File: src/rtl/alu32_pkg.sv
// Shared constants, state type and helpers for the 32-bit sequential divider.
package alu32_pkg;

  localparam int unsigned WIDTH       = 32;
  localparam int unsigned DIV_STEPS   = 32;
  localparam int unsigned DIV_LATENCY = 34;
  localparam int unsigned CNT_W       = $clog2(DIV_STEPS);

  typedef enum logic [1:0] {
    S_IDLE = 2'd0,
    S_CALC = 2'd1,
    S_FIX  = 2'd2,
    S_DONE = 2'd3
  } div_state_e;

  // Magnitude of v when signed operation is requested; 0x80000000 stays 0x80000000.
  function automatic logic [WIDTH-1:0] abs_if(input logic en, input logic [WIDTH-1:0] v);
    return (en && v[WIDTH-1]) ? (~v + 1'b1) : v;
  endfunction

endpackage

File: src/rtl/div_step.sv
// One restoring-division step: shift in the next dividend bit and trial-subtract.
module div_step
  import alu32_pkg::*;
(
  input  logic [WIDTH-1:0] rem_i,
  input  logic [WIDTH-1:0] divisor_i,
  input  logic             bit_i,
  output logic [WIDTH-1:0] rem_o,
  output logic             quot_bit_o
);

  logic [WIDTH:0]   shifted;
  logic [WIDTH+1:0] diff;
  logic             borrow;

  assign shifted    = {rem_i, bit_i};
  assign diff       = {1'b0, shifted} - {2'b00, divisor_i};
  assign borrow     = diff[WIDTH+1];
  assign quot_bit_o = ~borrow;
  // Partial remainder stays below the divisor, so the upper bits are always zero here.
  assign rem_o      = WIDTH'(borrow ? {1'b0, shifted} : diff);

endmodule

File: src/rtl/div_32_seq.sv
// Sequential 32-bit signed/unsigned divider: 32 restoring steps plus a sign fix-up cycle.
module div_32_seq
  import alu32_pkg::*;
#(
  parameter int unsigned WIDTH = alu32_pkg::WIDTH
) (
  input  logic             clk,
  input  logic             rst,
  input  logic             start,
  input  logic             sign_op,
  input  logic [WIDTH-1:0] dividend,
  input  logic [WIDTH-1:0] divisor,
  output logic             busy,
  output logic             done,
  output logic [WIDTH-1:0] quotient,
  output logic [WIDTH-1:0] remainder,
  output logic             div_zero
);

  div_state_e       state_q, state_d;
  logic [CNT_W-1:0] cnt_q, cnt_d;
  logic [WIDTH-1:0] rem_q, rem_d;
  logic [WIDTH-1:0] q_q, q_d;
  logic [WIDTH-1:0] dvsr_q, dvsr_d;
  logic [WIDTH-1:0] raw_q, raw_d;
  logic             neg_q_q, neg_q_d;
  logic             neg_r_q, neg_r_d;
  logic [WIDTH-1:0] quot_q, quot_d;
  logic [WIDTH-1:0] remo_q, remo_d;
  logic             dz_q, dz_d;

  logic [WIDTH-1:0] step_rem;
  logic             step_bit;

  div_step u_step (
    .rem_i      (rem_q),
    .divisor_i  (dvsr_q),
    .bit_i      (q_q[WIDTH-1]),
    .rem_o      (step_rem),
    .quot_bit_o (step_bit)
  );

  always_comb begin
    state_d = state_q;
    cnt_d   = cnt_q;
    rem_d   = rem_q;
    q_d     = q_q;
    dvsr_d  = dvsr_q;
    raw_d   = raw_q;
    neg_q_d = neg_q_q;
    neg_r_d = neg_r_q;
    quot_d  = quot_q;
    remo_d  = remo_q;
    dz_d    = dz_q;
    unique case (state_q)
      S_IDLE: begin
        if (start) begin
          neg_q_d = sign_op & (dividend[WIDTH-1] ^ divisor[WIDTH-1]);
          neg_r_d = sign_op & dividend[WIDTH-1];
          q_d     = abs_if(sign_op, dividend);
          dvsr_d  = abs_if(sign_op, divisor);
          raw_d   = dividend;
          rem_d   = '0;
          cnt_d   = '0;
          state_d = S_CALC;
        end
      end
      S_CALC: begin
        rem_d = step_rem;
        q_d   = {q_q[WIDTH-2:0], step_bit};
        cnt_d = cnt_q + 1'b1;
        if (cnt_q == CNT_W'(DIV_STEPS - 1)) state_d = S_FIX;
      end
      S_FIX: begin
        // A zero divisor overrides the (meaningless) step results with the fixed convention.
        if (dvsr_q == '0) begin
          quot_d = '1;
          remo_d = raw_q;
          dz_d   = 1'b1;
        end else begin
          quot_d = neg_q_q ? (~q_q + 1'b1) : q_q;
          remo_d = neg_r_q ? (~rem_q + 1'b1) : rem_q;
          dz_d   = 1'b0;
        end
        state_d = S_DONE;
      end
      S_DONE: state_d = S_IDLE;
      default: state_d = S_IDLE;
    endcase
  end

  always_ff @(posedge clk) begin
    if (rst) begin
      state_q <= S_IDLE;
      cnt_q   <= '0;
      rem_q   <= '0;
      q_q     <= '0;
      dvsr_q  <= '0;
      raw_q   <= '0;
      neg_q_q <= 1'b0;
      neg_r_q <= 1'b0;
      quot_q  <= '0;
      remo_q  <= '0;
      dz_q    <= 1'b0;
    end else begin
      state_q <= state_d;
      cnt_q   <= cnt_d;
      rem_q   <= rem_d;
      q_q     <= q_d;
      dvsr_q  <= dvsr_d;
      raw_q   <= raw_d;
      neg_q_q <= neg_q_d;
      neg_r_q <= neg_r_d;
      quot_q  <= quot_d;
      remo_q  <= remo_d;
      dz_q    <= dz_d;
    end
  end

  assign busy      = (state_q != S_IDLE);
  assign done      = (state_q == S_DONE);
  assign quotient  = quot_q;
  assign remainder = remo_q;
  assign div_zero  = dz_q;

endmodule

File: config.mk
export PLATFORM = sky130hd
export DESIGN_NAME = div_32_seq
export DESIGN_NICKNAME = d
export VERILOG_FILES = /design/src/rtl/alu32_pkg.sv /design/src/rtl/div_step.sv /design/src/rtl/div_32_seq.sv
export SDC_FILE = /design/constraint.sdc
export NUM_CORES = 1
export LEC_CHECK = 0
export BUFFER_PORTS_ARGS = -buffer_cell sky130_fd_sc_hd__buf_4
export CAP_MARGIN = 0
export CORE_MARGIN = 3
export CORE_UTILIZATION = 60
export CTS_CLUSTER_SIZE = 16
export DETAILED_ROUTE_END_ITERATION = 6
export PLACE_DENSITY = 0.81
export SLEW_MARGIN = 20
export SYNTH_ARGS = -nofsm -noshare
export SYNTH_HDL_FRONTEND = slang
export SYNTH_SLANG_ARGS = --single-unit
File: constraint.sdc
create_clock -name clk -period 3.9 [get_ports clk]
set_input_delay 0.78 -clock clk [delete_from_list [all_inputs] [get_ports clk]]
set_output_delay 0.78 -clock clk [all_outputs]
set_load 0.03 [all_outputs]
==> flow_summary.json <==
{
  "status": "finished clean",
  "setup_viol": 0,
  "place_congestion": 0.906,
  "drtPass1Iterations": 5,
  "grt_use_total": 0.285,
  "clock_sinks": 202,
  "nFillCells": 1659,
  "worst_slew_pin_slew_ps": 916,
  "antenna_found_initial": 0,
  "die_x_um": 147,
  "crit_type": "reg2reg",
  "cts_setup_buffers": 0,
  "core_um2": 19500,
  "crit_slowest_cell": "fa_1",
  "diodes": 0,
  "start_kind": "flip-flop",
  "ir_worst_vdd_uv": 805,
  "synth_area_um2": 12000,
  "initial_core_util": 0.612,
  "port-buffer-count": 134,
  "rrSetupSlack_ps": 540,
  "avgRoutedWirePerCell_um": 16.7,
  "hold_class": "reg2reg",
  "synthArstFlopShare": 0,
  "hold_path_depth": 2,
  "tns_ps": 0,
  "die_h_um": 147,
  "hp-start": "raw_q[30]$_SDFFE_PP0P_",
  "power.density_nw_per_um2": 642,
  "drv_slew": 0,
  "num_vias": 11500,
  "crit_family": "compound AO/OA/AOI/OAI gates",
  "post-place-cells": 1887,
  "final_nets": 1757,
  "die_area_um2": 21700,
  "synth_fp_nets": 1671,
  "yosysWarnings": 0,
  "skew_ps": 12.1,
  "worstSetupEndpointType": "flip-flop",
  "crit_chain": "inv_1, ha_1, inv_1, fa_1, a211o_1, o211ai_1, o221a_2, a22o_1, o21ba_2, o21ai_0, a41oi_1, xor2_1, o21ai_0",
  "overflow": 0,
  "netlist_instances": 1560,
  "period_share": 0.861,
  "synth_ff_type": "dfxtp_1",
  "clk_path_buf_depth": 3,
  "crit_required_ps": 4260,
  "clock.fmax_mhz": 298,
  "utilization": 0.711,
  "drt_wl_total_mm": 32.2,
  "grt_max_degree": 131,
  "post_layout_nonfiller_instances": 1926,
  "drive_gt1_frac": 0.125,
  "relSlewSlack": 0.387,
  "worst_hold_path.endpoint": "raw_q[30]$_SDFFE_PP0P_",
  "post-dp-hpwl_mm": 22.9,
  "cts_tree": "done",
  "synthToLayoutAreaGrowth_pct": 16.1,
  "regToRegStartpoint": "q_q[31]$_SDFFE_PP0P_",
  "first_global_vias": 10400,
  "slowest_delay_ps": 430,
  "yosys.area.top_type_share": 0.338,
  "grt_pass1_wl_mm": 52.4,
  "path_clk_slew_ps": 60,
  "synth_largest_area_cell": "dfxtp_1",
  "drc_errors": 0,
  "synth_cell_types": 56,
  "cts_resized": 0,
  "cp.arrival_ps": 3720,
  "drt_iter0_markers": 849,
  "io_pins": 135,
  "h-tree-depth": 1,
  "rsz0062_at_grt": "no",
  "ys_ff_latch": 202,
  "via_per_inst": 5.98,
  "num_rows": 51,
  "worst-path-max-fanout": 4,
  "ys_top_cells_by_area": "dfxtp_1 34%, nand2_1 7.6%, o21ai_0 6.0%, xnor2_1 5.2%, xor2_1 4.9%",
  "cts_made_buffers": 22,
  "critPathBufInv": 2,
  "hold_violations": 0,
  "cts_hold_buf": 0,
  "maxCapViolations": 0,
  "power.leakage_uw": 0.00541,
  "r2r_cells": 13,
  "antenna_left": 0,
  "fin_crit_ps": 3360,
  "root_buffer": "clkbuf_16",
  "worst_r2r_endpoint": "rem_q[30]$_SDFFE_PP0P_",
  "cp-startpoint": "q_q[31]$_SDFFE_PP0P_",
  "syn_area_per_cell_um2": 7.66,
  "clock_latency_ps": 500,
  "synth-edff-count": 0,
  "ys_seq_area_frac": 0.338
}
-- layout by cell type (no fill, tap or decap), types with 24 or more instances in the layout --
cell type  Yosys  final
mux2i_1       51     51
nor2_1       152    150
buf_4          0    150
xnor2_1       71     71
dfxtp_1      202    202
a21oi_1      114    113
inv_1         60     60
a211oi_1      40     40
nand2_1      243    243
ha_1          42     40
o21ai_0      143    142
o31ai_1       25     25
xor2_1        67     67
o22ai_1       24     24
-- cell families (layout without fill, tap and decap cells) --
group	count (synthesis)	after routing	synth area share
adder cells (fa/ha/maj)	43	43	0.0456
flip-flops	202	202	0.338
buffers and inverters	151	252	0.0476
multiplexers	51	51	0.0427
XOR/XNOR	138	138	0.101
AND/OR/NAND/NOR	528	528	0.195
AO/OA/AOI/OAI	447	447	0.230
-- worst register-to-register path: stages (launching register included) --
cell	delay, ps
dfxtp_1	360
inv_1	120
ha_1	200
inv_1	70
fa_1	430
a211o_1	310
o211ai_1	140
o221a_2	250
a22o_1	250
o21ba_2	220
o21ai_0	230
a41oi_1	320
xor2_1	210
o21ai_0	120
-- final cells by class --
type,instances,area (µm²),area share
clock inverters,9,101,0.00730
flip-flops and latches,202,4040,0.291
inverters,60,225,0.0162
multi-input cells,1207,7370,0.531
repair buffers,153,1190,0.0854
clock buffers,30,622,0.0448
well taps,265,332,0.0239
-- worst max-delay path by stage --
| stage | endpoint | slack, ps | cells after the start |
|---|---|---|---|
| 2_1_floorplan | dvsr_q[28]$_SDFFE_PP0P_ | 480 | 8 |
| 3_3_place_gp | dvsr_q[28]$_SDFFE_PP0P_ | 290 | 9 |
| 3_5_place_dp | dvsr_q[28]$_SDFFE_PP0P_ | 210 | 9 |
| 4_1_cts | rem_q[30]$_SDFFE_PP0P_ | 620 | 11 |
| 5_1_grt | rem_q[24]$_SDFFE_PP0P_ | 390 | 12 |
| 6_report | rem_q[30]$_SDFFE_PP0P_ | 540 | 13 |
-- sequential cells by signal, summed over array words and instances (netlist names) --
name / count
neg_r_q: 1
rem_q: 32
remainder: 32
dvsr_q: 32
quotient: 32
neg_q_q: 1
cnt_q: 5
state_q: 2
div_zero: 1
raw_q: 32
q_q: 32
-- power by group --
group	internal, µW	leakage (µW)	switching [µW]	total, µW
Combinational	1460	0.00341	2350	3810
Sequential	2550	0.00165	452	3000
Clock	1250	0.000356	846	2100
-- per-layer routing --
metal / up-vias / global-route usage / routed length (µm) / part of all wire
li1: 5672 / - / - / -
met1: 5409 / 0.416 / 14800 / 0.46
met2: 385 / 0.449 / 14800 / 0.46
met3: 54 / 0.0376 / 1950 / 0.061
met4: 0 / 0.0680 / 663 / 0.021
met5: - / 0 / 0 / 0
-- synth_stat cells, types with 4 or more instances --
cell type	number
nor3_1	20
xor2_1	67
buf_1	9
a311oi_1	7
inv_1	60
a22o_1	5
clkbuf_1	80
nand4_1	8
and2_1	7
or4_1	18
o22ai_1	24
nor2_1	152
dfxtp_1	202
o21bai_1	5
o41ai_1	13
ha_1	42
nand2b_1	11
a21o_1	12
a32oi_1	10
o21ai_0	143
a21oi_1	114
and3_1	7
a211oi_1	40
xnor2_1	71
o31ai_1	25
nand2_1	243
o211ai_1	18
or2_2	5
nand3_1	7
a21boi_0	4
a31oi_1	8
nor2b_1	9
nor4_1	17
mux2i_1	51
or3_1	15
-- stage by stage --
| stage | total power [µW] | area (µm²) | setup WS (ps) | hold slack [ps] |
|---|---|---|---|---|
| after CTS | 8900 | 13900 | 618 | 453 |
| after global placement | 6690 | 13200 | 293 | 442 |
| after floorplan | 5710 | 12000 | 483 | 432 |
| after global routing | 9480 | 13900 | 387 | 472 |
| final | 8910 | 13900 | 543 | 452 |
| after detailed placement | 6790 | 13200 | 210 | 444 |
No activity file was read; power rests on OpenSTA's default activity.
